===== src/rtl/prbs31_pkg.sv =====
// Shared constants and types for the PRBS31 generator/checker tile.
// Holds the polynomial definition (x^31 + x^28 + 1), the uo_out select
// encodings, the checker lock states and the bit positions of every
// control/status field so the top and the checker agree on one layout.
package prbs31_pkg;

  localparam int PRBS_LEN = 31;
  localparam int TAP_A    = 30;
  localparam int TAP_B    = 27;
  localparam logic [PRBS_LEN-1:0] SEED = 31'h7FFF_FFFF;

  // uo_out source select (ui_in[7:6])
  typedef enum logic [1:0] {
    SEL_GEN    = 2'b00,
    SEL_ERR_LO = 2'b01,
    SEL_ERR_HI = 2'b10,
    SEL_STATUS = 2'b11
  } out_sel_t;

  // Checker lock state
  typedef enum logic {
    CHK_UNLOCKED = 1'b0,
    CHK_LOCKED   = 1'b1
  } chk_state_t;

  // ui_in control bits
  localparam int UI_GEN_EN   = 0;
  localparam int UI_CHK_EN   = 1;
  localparam int UI_INJECT   = 2;
  localparam int UI_RSVD     = 3;
  localparam int UI_LOOPBACK = 4;
  localparam int UI_CLR_ERR  = 5;
  localparam int UI_SEL_LO   = 6;
  localparam int UI_SEL_HI   = 7;

  // Status byte (uo_out when sel = SEL_STATUS)
  localparam int ST_GEN_EN  = 0;
  localparam int ST_CHK_EN  = 1;
  localparam int ST_ERR_SAT = 2;
  localparam int ST_LOCK    = 7;

  // uio bit roles
  localparam int UIO_RX        = 0;
  localparam int UIO_SER       = 1;
  localparam int UIO_LOCK      = 2;
  localparam int UIO_ERR_PULSE = 3;
  localparam int UIO_ERR_LO    = 4;
  localparam logic [7:0] UIO_OE_MASK = 8'b1111_1110;

  // Next PRBS bit predicted from a 31-bit history (bit 30 = oldest).
  function automatic logic prbs_fb(input logic [PRBS_LEN-1:0] s);
    return s[TAP_A] ^ s[TAP_B];
  endfunction

endpackage


===== src/rtl/prbs31_checker.sv =====
// Self-synchronising PRBS31 checker.
// The received bits themselves form the reference history, so the checker
// locks onto any phase of the sequence without a seed.
// Ports:
//   clk, rst_n   : clock, synchronous active-low reset
//   en           : step enable; when low all state holds except the fill
//                  counter, which restarts so the history is refilled
//   rx           : received serial bit
//   clr_err      : zero the error counter (wins over an increment)
//   state        : lock state (debug view; lock = CHK_LOCKED)
//   err_cnt      : saturating count of mismatches seen while locked
//   err_sat      : err_cnt is all-ones
//   err_pulse    : one-cycle pulse per counted mismatch
module prbs31_checker
  import prbs31_pkg::*;
#(
  parameter int ERR_W        = 16,
  parameter int LOCK_MATCHES = 32,
  parameter int UNLOCK_ERRS  = 3
) (
  input  logic             clk,
  input  logic             rst_n,
  input  logic             en,
  input  logic             rx,
  input  logic             clr_err,
  output chk_state_t       state,
  output logic [ERR_W-1:0] err_cnt,
  output logic             err_sat,
  output logic             err_pulse
);

  localparam int MW = $clog2(LOCK_MATCHES + 1);
  localparam int RW = $clog2(UNLOCK_ERRS + 1);
  localparam int FW = $clog2(PRBS_LEN + 1);
  localparam logic [MW-1:0] MATCH_FULL = MW'(LOCK_MATCHES);
  localparam logic [RW-1:0] RUN_LAST   = RW'(UNLOCK_ERRS - 1);
  localparam logic [FW-1:0] FILL_FULL  = FW'(PRBS_LEN);

  logic [PRBS_LEN-1:0] r,         r_next;
  logic [FW-1:0]       fill,      fill_next;
  logic [MW-1:0]       match_cnt, match_next;
  logic [RW-1:0]       err_run,   run_next;
  chk_state_t          state_next;
  logic [ERR_W-1:0]    err_next;
  logic                pulse_next;
  logic                pred;
  logic                mism;
  logic                cmp_valid;

  assign err_sat = &err_cnt;

  always_ff @(posedge clk) begin
    if (!rst_n) begin
      r         <= '0;
      fill      <= '0;
      match_cnt <= '0;
      err_run   <= '0;
      state     <= CHK_UNLOCKED;
      err_cnt   <= '0;
      err_pulse <= 1'b0;
    end else begin
      r         <= r_next;
      fill      <= fill_next;
      match_cnt <= match_next;
      err_run   <= run_next;
      state     <= state_next;
      err_cnt   <= err_next;
      err_pulse <= pulse_next;
    end
  end

  always_comb begin
    r_next     = r;
    fill_next  = fill;
    match_next = match_cnt;
    run_next   = err_run;
    state_next = state;
    err_next   = err_cnt;
    pulse_next = 1'b0;
    pred       = prbs_fb(r);
    mism       = (pred != rx);
    // The prediction is only meaningful once r holds 31 received bits.
    cmp_valid  = (fill == FILL_FULL);

    if (!en) begin
      fill_next = '0;
    end else begin
      r_next = {r[PRBS_LEN-2:0], rx};
      if (!cmp_valid) begin
        fill_next = fill + FW'(1);
      end else begin
        case (state)
          CHK_UNLOCKED: begin
            if (mism) begin
              match_next = '0;
            end else begin
              if (match_cnt != MATCH_FULL) match_next = match_cnt + MW'(1);
              // An all-zero history predicts zeros forever; never lock on it.
              if (match_next == MATCH_FULL && r != '0) begin
                state_next = CHK_LOCKED;
                run_next   = '0;
              end
            end
          end
          CHK_LOCKED: begin
            if (mism) begin
              pulse_next = 1'b1;
              if (!err_sat) err_next = err_cnt + ERR_W'(1);
              if (err_run == RUN_LAST) begin
                state_next = CHK_UNLOCKED;
                match_next = '0;
                run_next   = '0;
              end else begin
                run_next = err_run + RW'(1);
              end
            end else begin
              run_next = '0;
            end
          end
          default: state_next = CHK_UNLOCKED;
        endcase
      end
    end

    if (clr_err) err_next = '0;
  end

endmodule


===== src/rtl/tt_um_lampham_prbs31.sv =====
// TinyTapeout tile: PRBS31 (x^31 + x^28 + 1) generator plus
// self-synchronising checker with single-shot error injection.
// Ports:
//   clk, rst_n : clock, synchronous active-low reset
//   ena        : tile select (not used functionally)
//   ui_in      : [0] gen_en, [1] chk_en, [2] inject (rising edge),
//                [4] loopback, [5] clr_err, [7:6] uo_out select
//   uo_out     : 00 gen byte, 01 err_cnt[7:0], 10 err_cnt[15:8],
//                11 {lock, 0000, err_sat, chk_en_s, gen_en_s}
//   uio_in     : [0] external serial rx
//   uio_out    : [1] serial PRBS, [2] lock, [3] err_pulse, [7:4] err_cnt[3:0]
//   uio_oe     : constant 8'b1111_1110 (bit 0 is the rx input)
module tt_um_lampham_prbs31
  import prbs31_pkg::*;
#(
  parameter int SYNC_STAGES  = 2,
  parameter int ERR_W        = 16,
  parameter int LOCK_MATCHES = 32,
  parameter int UNLOCK_ERRS  = 3
) (
  input  logic       clk,
  input  logic       rst_n,
  input  logic       ena,
  input  logic [7:0] ui_in,
  output logic [7:0] uo_out,
  input  logic [7:0] uio_in,
  output logic [7:0] uio_out,
  output logic [7:0] uio_oe
);

  // Synchronisers: {uio_in[0], ui_in} through SYNC_STAGES flops.
  logic [8:0] sync_q [SYNC_STAGES];
  logic [8:0] in_s;

  always_ff @(posedge clk) begin
    if (!rst_n) begin
      for (int i = 0; i < SYNC_STAGES; i++) sync_q[i] <= '0;
    end else begin
      sync_q[0] <= {uio_in[UIO_RX], ui_in};
      for (int i = 1; i < SYNC_STAGES; i++) sync_q[i] <= sync_q[i-1];
    end
  end

  assign in_s = sync_q[SYNC_STAGES-1];

  logic     gen_en_s, chk_en_s, inject_s, loopback_s, clr_err_s, rx_s;
  out_sel_t sel_s;

  assign gen_en_s   = in_s[UI_GEN_EN];
  assign chk_en_s   = in_s[UI_CHK_EN];
  assign inject_s   = in_s[UI_INJECT];
  assign loopback_s = in_s[UI_LOOPBACK];
  assign clr_err_s  = in_s[UI_CLR_ERR];
  assign sel_s      = out_sel_t'(in_s[UI_SEL_HI:UI_SEL_LO]);
  assign rx_s       = in_s[8];

  // Generator. The injected flip only touches the serial register, never
  // the LFSR, so the sequence itself stays intact.
  logic [PRBS_LEN-1:0] lfsr;
  logic                gen_bit;
  logic                ser_q;
  logic                inj_pend;
  logic                inj_prev;

  assign gen_bit = prbs_fb(lfsr);

  always_ff @(posedge clk) begin
    if (!rst_n) begin
      lfsr     <= SEED;
      ser_q    <= 1'b0;
      inj_pend <= 1'b0;
      inj_prev <= 1'b0;
    end else begin
      inj_prev <= inject_s;
      if (gen_en_s) begin
        lfsr  <= {lfsr[PRBS_LEN-2:0], gen_bit};
        ser_q <= gen_bit ^ inj_pend;
      end
      // A fresh edge outranks the clear, so an edge arriving on an emitting
      // cycle still flips a later bit.
      if (inject_s && !inj_prev) inj_pend <= 1'b1;
      else if (gen_en_s)         inj_pend <= 1'b0;
    end
  end

  // Checker
  logic             rx;
  chk_state_t       chk_state;
  logic             lock;
  logic [ERR_W-1:0] err_cnt;
  logic             err_sat;
  logic             err_pulse;

  assign rx = loopback_s ? ser_q : rx_s;

  prbs31_checker #(
    .ERR_W        (ERR_W),
    .LOCK_MATCHES (LOCK_MATCHES),
    .UNLOCK_ERRS  (UNLOCK_ERRS)
  ) u_checker (
    .clk       (clk),
    .rst_n     (rst_n),
    .en        (chk_en_s),
    .rx        (rx),
    .clr_err   (clr_err_s),
    .state     (chk_state),
    .err_cnt   (err_cnt),
    .err_sat   (err_sat),
    .err_pulse (err_pulse)
  );

  assign lock = (chk_state == CHK_LOCKED);

  // Outputs
  logic [15:0] err16;
  logic [7:0]  gen_byte;
  logic [7:0]  status;

  assign err16    = 16'(err_cnt);
  // Reset is synchronous, so the LFSR shows the seed during reset; mask it.
  assign gen_byte = rst_n ? lfsr[7:0] : 8'h00;

  always_comb begin
    status             = '0;
    status[ST_GEN_EN]  = gen_en_s;
    status[ST_CHK_EN]  = chk_en_s;
    status[ST_ERR_SAT] = err_sat;
    status[ST_LOCK]    = lock;
  end

  always_comb begin
    uo_out = '0;
    case (sel_s)
      SEL_GEN:    uo_out = gen_byte;
      SEL_ERR_LO: uo_out = err16[7:0];
      SEL_ERR_HI: uo_out = err16[15:8];
      SEL_STATUS: uo_out = status;
      default:    uo_out = '0;
    endcase
  end

  always_comb begin
    uio_out                           = '0;
    uio_out[UIO_SER]                  = ser_q;
    uio_out[UIO_LOCK]                 = lock;
    uio_out[UIO_ERR_PULSE]            = err_pulse;
    uio_out[UIO_ERR_LO+3:UIO_ERR_LO]  = err16[3:0];
  end

  assign uio_oe = UIO_OE_MASK;

  logic unused_ok;
  assign unused_ok = &{1'b0, ena, in_s[UI_RSVD], uio_in[7:1]};

endmodule


===== config.mk =====
export PLATFORM = sky130hd
export DESIGN_NAME = tt_um_lampham_prbs31
export DESIGN_NICKNAME = d
export VERILOG_FILES = /design/src/rtl/prbs31_pkg.sv /design/src/rtl/prbs31_checker.sv /design/src/rtl/tt_um_lampham_prbs31.sv
export SDC_FILE = /design/constraint.sdc
export NUM_CORES = 1
export LEC_CHECK = 0
export BUFFER_PORTS_ARGS = -buffer_cell sky130_fd_sc_hd__buf_2
export CELL_PAD_IN_SITES_DETAIL_PLACEMENT = 0
export CELL_PAD_IN_SITES_GLOBAL_PLACEMENT = 2
export CORE_ASPECT_RATIO = 2
export CORE_MARGIN = 4
export CORE_UTILIZATION = 35
export CTS_BUF_LIST = sky130_fd_sc_hd__clkbuf_8
export CTS_CLUSTER_SIZE = 10
export DETAILED_ROUTE_END_ITERATION = 12
export PLACE_DENSITY_LB_ADDON = 0.1
export SYNTH_ARGS = -nofsm -noshare
export SYNTH_HDL_FRONTEND = slang
export SYNTH_SLANG_ARGS = --single-unit

===== constraint.sdc =====
create_clock -name clk -period 2.1 [get_ports clk]
set_input_delay 0.42 -clock clk [delete_from_list [all_inputs] [get_ports clk]]
set_output_delay 0.42 -clock clk [all_outputs]
set_load 0.01 [all_outputs]

==> impl_summary.md <==
Floorplan
The floorplan die area is 0.0157 mm^2. From left edge to right edge, the die measures 90.7 um. 43 I/O pins were placed. The initial standard-cell utilization of the core is approximately 36%.

From bottom edge to top edge, the die measures roughly 170 um. The floorplan has 60 rows. The floorplan core area is approximately 0.013 mm^2.

Power and ir drop
For this design the ratio of total power to cell area is 678 mW/mm^2. IR analysis of the VDD net gives a maximum drop of 0.381 mV. The total design power is 3.71 mW.

Summed over all cells, the static leakage comes to between 2 and 2.5 nW.

Drt
In the routed layout, each cell is associated on average with a via count of 4.89. The iteration-0 DRC count of the detailed router is 86. The total iterations of the first detailed-routing run is 4. The number of nets with antenna violations after routing is 0.

Summing over every cut layer, the via total after detailed routing is 3428. The sum of routed wire length over all layers is 9990 um. In the final routed layout, each cell accounts on average for 14.3 um. The DRC violation count after routing is 0.

Global routing
The initial antenna violation count is 0. The number of global-route vias before repair is 3506. The pin count of the biggest net entering global routing is 43. The global-route congestion overflow total is 0. The total track usage is 13.4%. The global-route wire length before repair is approximately 17000 um.

Clock network
The number of clock buffers added by TritonCTS is 9. The cell sitting at the root of the clock tree is a sky130_fd_sc_hd__clkbuf_8. CTS built an H-tree with a depth of 3. Clock-pin slew was measured on the worst setup and hold paths at between 100 and 150 ps. The buffer depth of the longest clock path is 2. The total clock sinks is about 110.

After clock tree synthesis, the flow added hold-fix buffers numbering 0. For the worst-skew pair, the clock arrives at the later sink with an insertion delay of 380 ps. The TritonCTS clock tree is done.

STA
Clock skew on the completed layout was measured at 11.6 ps. The final setup violation count is 1. The final critical delay including setup and external delays is 2130 ps. For the pin with the worst max-slew slack, the measured transition is 537 ps. The worst pin sits at a relative slew slack of 64.2%. The final-report max-slew violation count is 0. The hold violation total from the final report is 0. The post-route fraction of the period consumed by the critical path is 101%. In the post-route analysis, the smallest setup slack over all paths is -29.0 ps. The highest clock frequency the design can meet is between 0.4 and 0.5 GHz.

The worst-case hold slack is 227 ps. Setup repair after global routing could not meet its margin everywhere.

Finish
The post-synthesis to final-layout area growth is 14.3%. Fill cells in the final layout number 1391. In the layout the commonest cells are 99 x sky130_fd_sc_hd__dfxtp_1, 65 x sky130_fd_sc_hd__nor2_1, 64 x sky130_fd_sc_hd__mux2i_1. In the final layout, flip-flops and latches occupy 0.00226 mm^2. Summing all multi-input logic gate instances after layout gives roughly 0.0024 mm^2. The layout cell share with drive strength beyond 1 is a little over a fifth. The count of inserted antenna diode cells is 0. The final layout net count is 565.

The number of standard cells in the layout, taps in and fillers out is 701. The most frequent standard cell in the layout excluding fill and tap cells is sky130_fd_sc_hd__dfxtp_1.

Worst setup path
The cell count of the worst reg-to-reg path is 7. The type of element capturing the critical path is a primary output. The sort of element at the start of the critical path is a flip-flop. Of all nets on the critical path, the largest fanout is 4.

The critical path class is flip-flop to primary output. Data on the critical path is required at its endpoint by 1680 ps. The data arrival time at the worst-slack endpoint is 1710 ps.

Hold path
The worst hold path passes through 2 cells. The type of the tightest min-delay check is input port to flip-flop.

Yosys
The dominant register cell in the synthesized netlist is sky130_fd_sc_hd__dfxtp_1. The post-synthesis average cell area is 9.44 um^2. The number of cells produced by synthesis is 507. The number of warnings printed during yosys synthesis is 0. The synthesized design contains around 110 register bits. The share of flip-flops with an asynchronous set or reset after synthesis is 0%. The synthesized design contains 0 enable-type register cells. The number of different library cells in the post-synthesis netlist is between 50 and 60. After synthesis the cells add up to 0.00479 mm^2. The share of synthesized area occupied by flip-flops and latches is 46.8%.

Place
The detailed-placement wirelength estimate is 7220 um. The number of input and output port buffers inserted is 24. The routability congestion estimate is 0.771. Once placement completed, the tool counted placed cells totaling 682.

Outcome
The final reports fail on setup timing. The flow ran to the end, but the final reports show violations.

Flow run
Max-cap violations in this run came to 0.
## kinds of logic after synthesis
| family | share of synthesized area [%] |
|---|---|
| buffers and inverters | 5.49 |
| other | 0.157 |
| AOI/OAI and AO/OA | 6.14 |
| and+or+nand+nor | 20.5 |
| xor gates and xnor gates | 4.34 |
| adders and majority gates | 1.31 |
| DFF | 46.8 |
| muxes | 15.3 |
## through the flow
| stage | area (um^2) | util [%] | setup slack (ps) | TNS (ps) |
|---|---|---|---|---|
| final | 5470 | 40.7 | -29.0 | -29.0 |
| after global routing | 5470 | 40.7 | -146 | -146 |
| after CTS | 5440 | 40.5 | -76.8 | -76.8 |
| after detailed placement | 5180 | 38.5 | 40.2 | 0 |
| after global placement | 5180 | 38.5 | 67.3 | 0 |
| after floorplan | 4860 | - | 11.7 | 0 |
## critical path, cell delays in order (launching register included)
cell and delay [ps]:
sky130_fd_sc_hd__dfxtp_2 380, sky130_fd_sc_hd__nand3_1 180, sky130_fd_sc_hd__nor3_4 220, sky130_fd_sc_hd__nand2_1 70
sky130_fd_sc_hd__nand2_1 60, sky130_fd_sc_hd__o21ai_1 50, sky130_fd_sc_hd__a21oi_1 190, sky130_fd_sc_hd__buf_2 170
## cells in the mapped netlist (2+ instances only)
cell | instances | share of area (%)
sky130_fd_sc_hd__nand3_1 | 9 | 0.94
sky130_fd_sc_hd__nand2b_1 | 2 | 0.26
sky130_fd_sc_hd__buf_2 | 3 | 0.31
sky130_fd_sc_hd__inv_1 | 8 | 0.63
sky130_fd_sc_hd__nand2_1 | 61 | 4.8
sky130_fd_sc_hd__a31o_2 | 2 | 0.37
sky130_fd_sc_hd__a21oi_1 | 12 | 1.3
sky130_fd_sc_hd__conb_1 | 2 | 0.16
sky130_fd_sc_hd__and2_1 | 21 | 2.7
sky130_fd_sc_hd__xor2_1 | 11 | 2.0
sky130_fd_sc_hd__a211oi_1 | 2 | 0.31
sky130_fd_sc_hd__nor4_1 | 7 | 0.91
sky130_fd_sc_hd__and4_1 | 2 | 0.37
sky130_fd_sc_hd__nor3_1 | 5 | 0.52
sky130_fd_sc_hd__mux4_2 | 3 | 1.4
sky130_fd_sc_hd__nor2b_1 | 2 | 0.26
sky130_fd_sc_hd__xnor2_1 | 9 | 1.6
sky130_fd_sc_hd__buf_1 | 8 | 0.63
sky130_fd_sc_hd__dfxtp_1 | 112 | 47
sky130_fd_sc_hd__or3_1 | 3 | 0.39
sky130_fd_sc_hd__ha_1 | 5 | 1.3
sky130_fd_sc_hd__nand4_1 | 8 | 1.0
sky130_fd_sc_hd__clkbuf_1 | 15 | 1.2
sky130_fd_sc_hd__and3_1 | 5 | 0.65
sky130_fd_sc_hd__o21ai_0 | 14 | 1.5
sky130_fd_sc_hd__o22ai_1 | 3 | 0.39
sky130_fd_sc_hd__mux2i_1 | 64 | 13
sky130_fd_sc_hd__buf_4 | 16 | 2.5
sky130_fd_sc_hd__a31oi_1 | 3 | 0.39
sky130_fd_sc_hd__nor2_1 | 65 | 5.1
## metal layers
metal / global-route usage [%] / share of wire, % / up-vias / wire, um
met4: 5.69 / 2.1 / 0 / 213
met3: 2.74 / 2.3 / 12 / 226
met1: 14.8 / 42 / 1614 / 4160
li1: - / - / 1770 / -
met5: 0 / 0 / - / 0
met2: 24.3 / 54 / 32 / 5390
## path summary, 6_finish.rpt
path,from,endpoint,slack [ps]
setup / recovery,u_checker.err_cnt[9]$_SDFFE_PP0P_,uo_out[2],-30
hold reg to reg,sync_q[0][11]$_SDFF_PN0_,inj_prev$_SDFF_PN0_,430
setup reg to reg,u_checker.r[27]$_SDFFE_PN0P_,u_checker.err_cnt[13]$_SDFFE_PP0P_,110
hold / removal,ui_in[0],sync_q[0][0]$_SDFF_PN0_,230
## where the power goes
| part | total (mW) | switching [mW] | internal [mW] |
|---|---|---|---|
| logic | 0.192 | 0.116 | 0.0758 |
| clock network | 1.35 | 0.854 | 0.500 |
| registers | 2.16 | 0.0161 | 2.15 |
## cell type report
class                      count  area share, %
clock buffer                   9           2.26
clock inverter                 7           1.58
inverter                       8          0.549
multi-input combinational    351           43.8
sequential                   112           41.3
tap                          155           3.55
timing repair buffer          59           7.00
## flip-flops by register name, summed over array words and instances (netlist names)
register / cells
u_checker.r: 31
u_checker.err_run: 2
u_checker.match_cnt: 6
u_checker.fill: 5
ser_q: 1
u_checker.state: 1
lfsr: 31
inj_pend: 1
sync_q: 16
u_checker.err_cnt: 16
u_checker.err_pulse: 1
inj_prev: 1
## timing repair
item / in CTS / in global routing
buffers inserted: 2 / 1
pin swaps: 4 / 7
gates resized for setup: 13 / 6
endpoints found under the setup margin: 4 / 8
gates cloned: 0 / 0
Power figures use the tool's default switching activity.
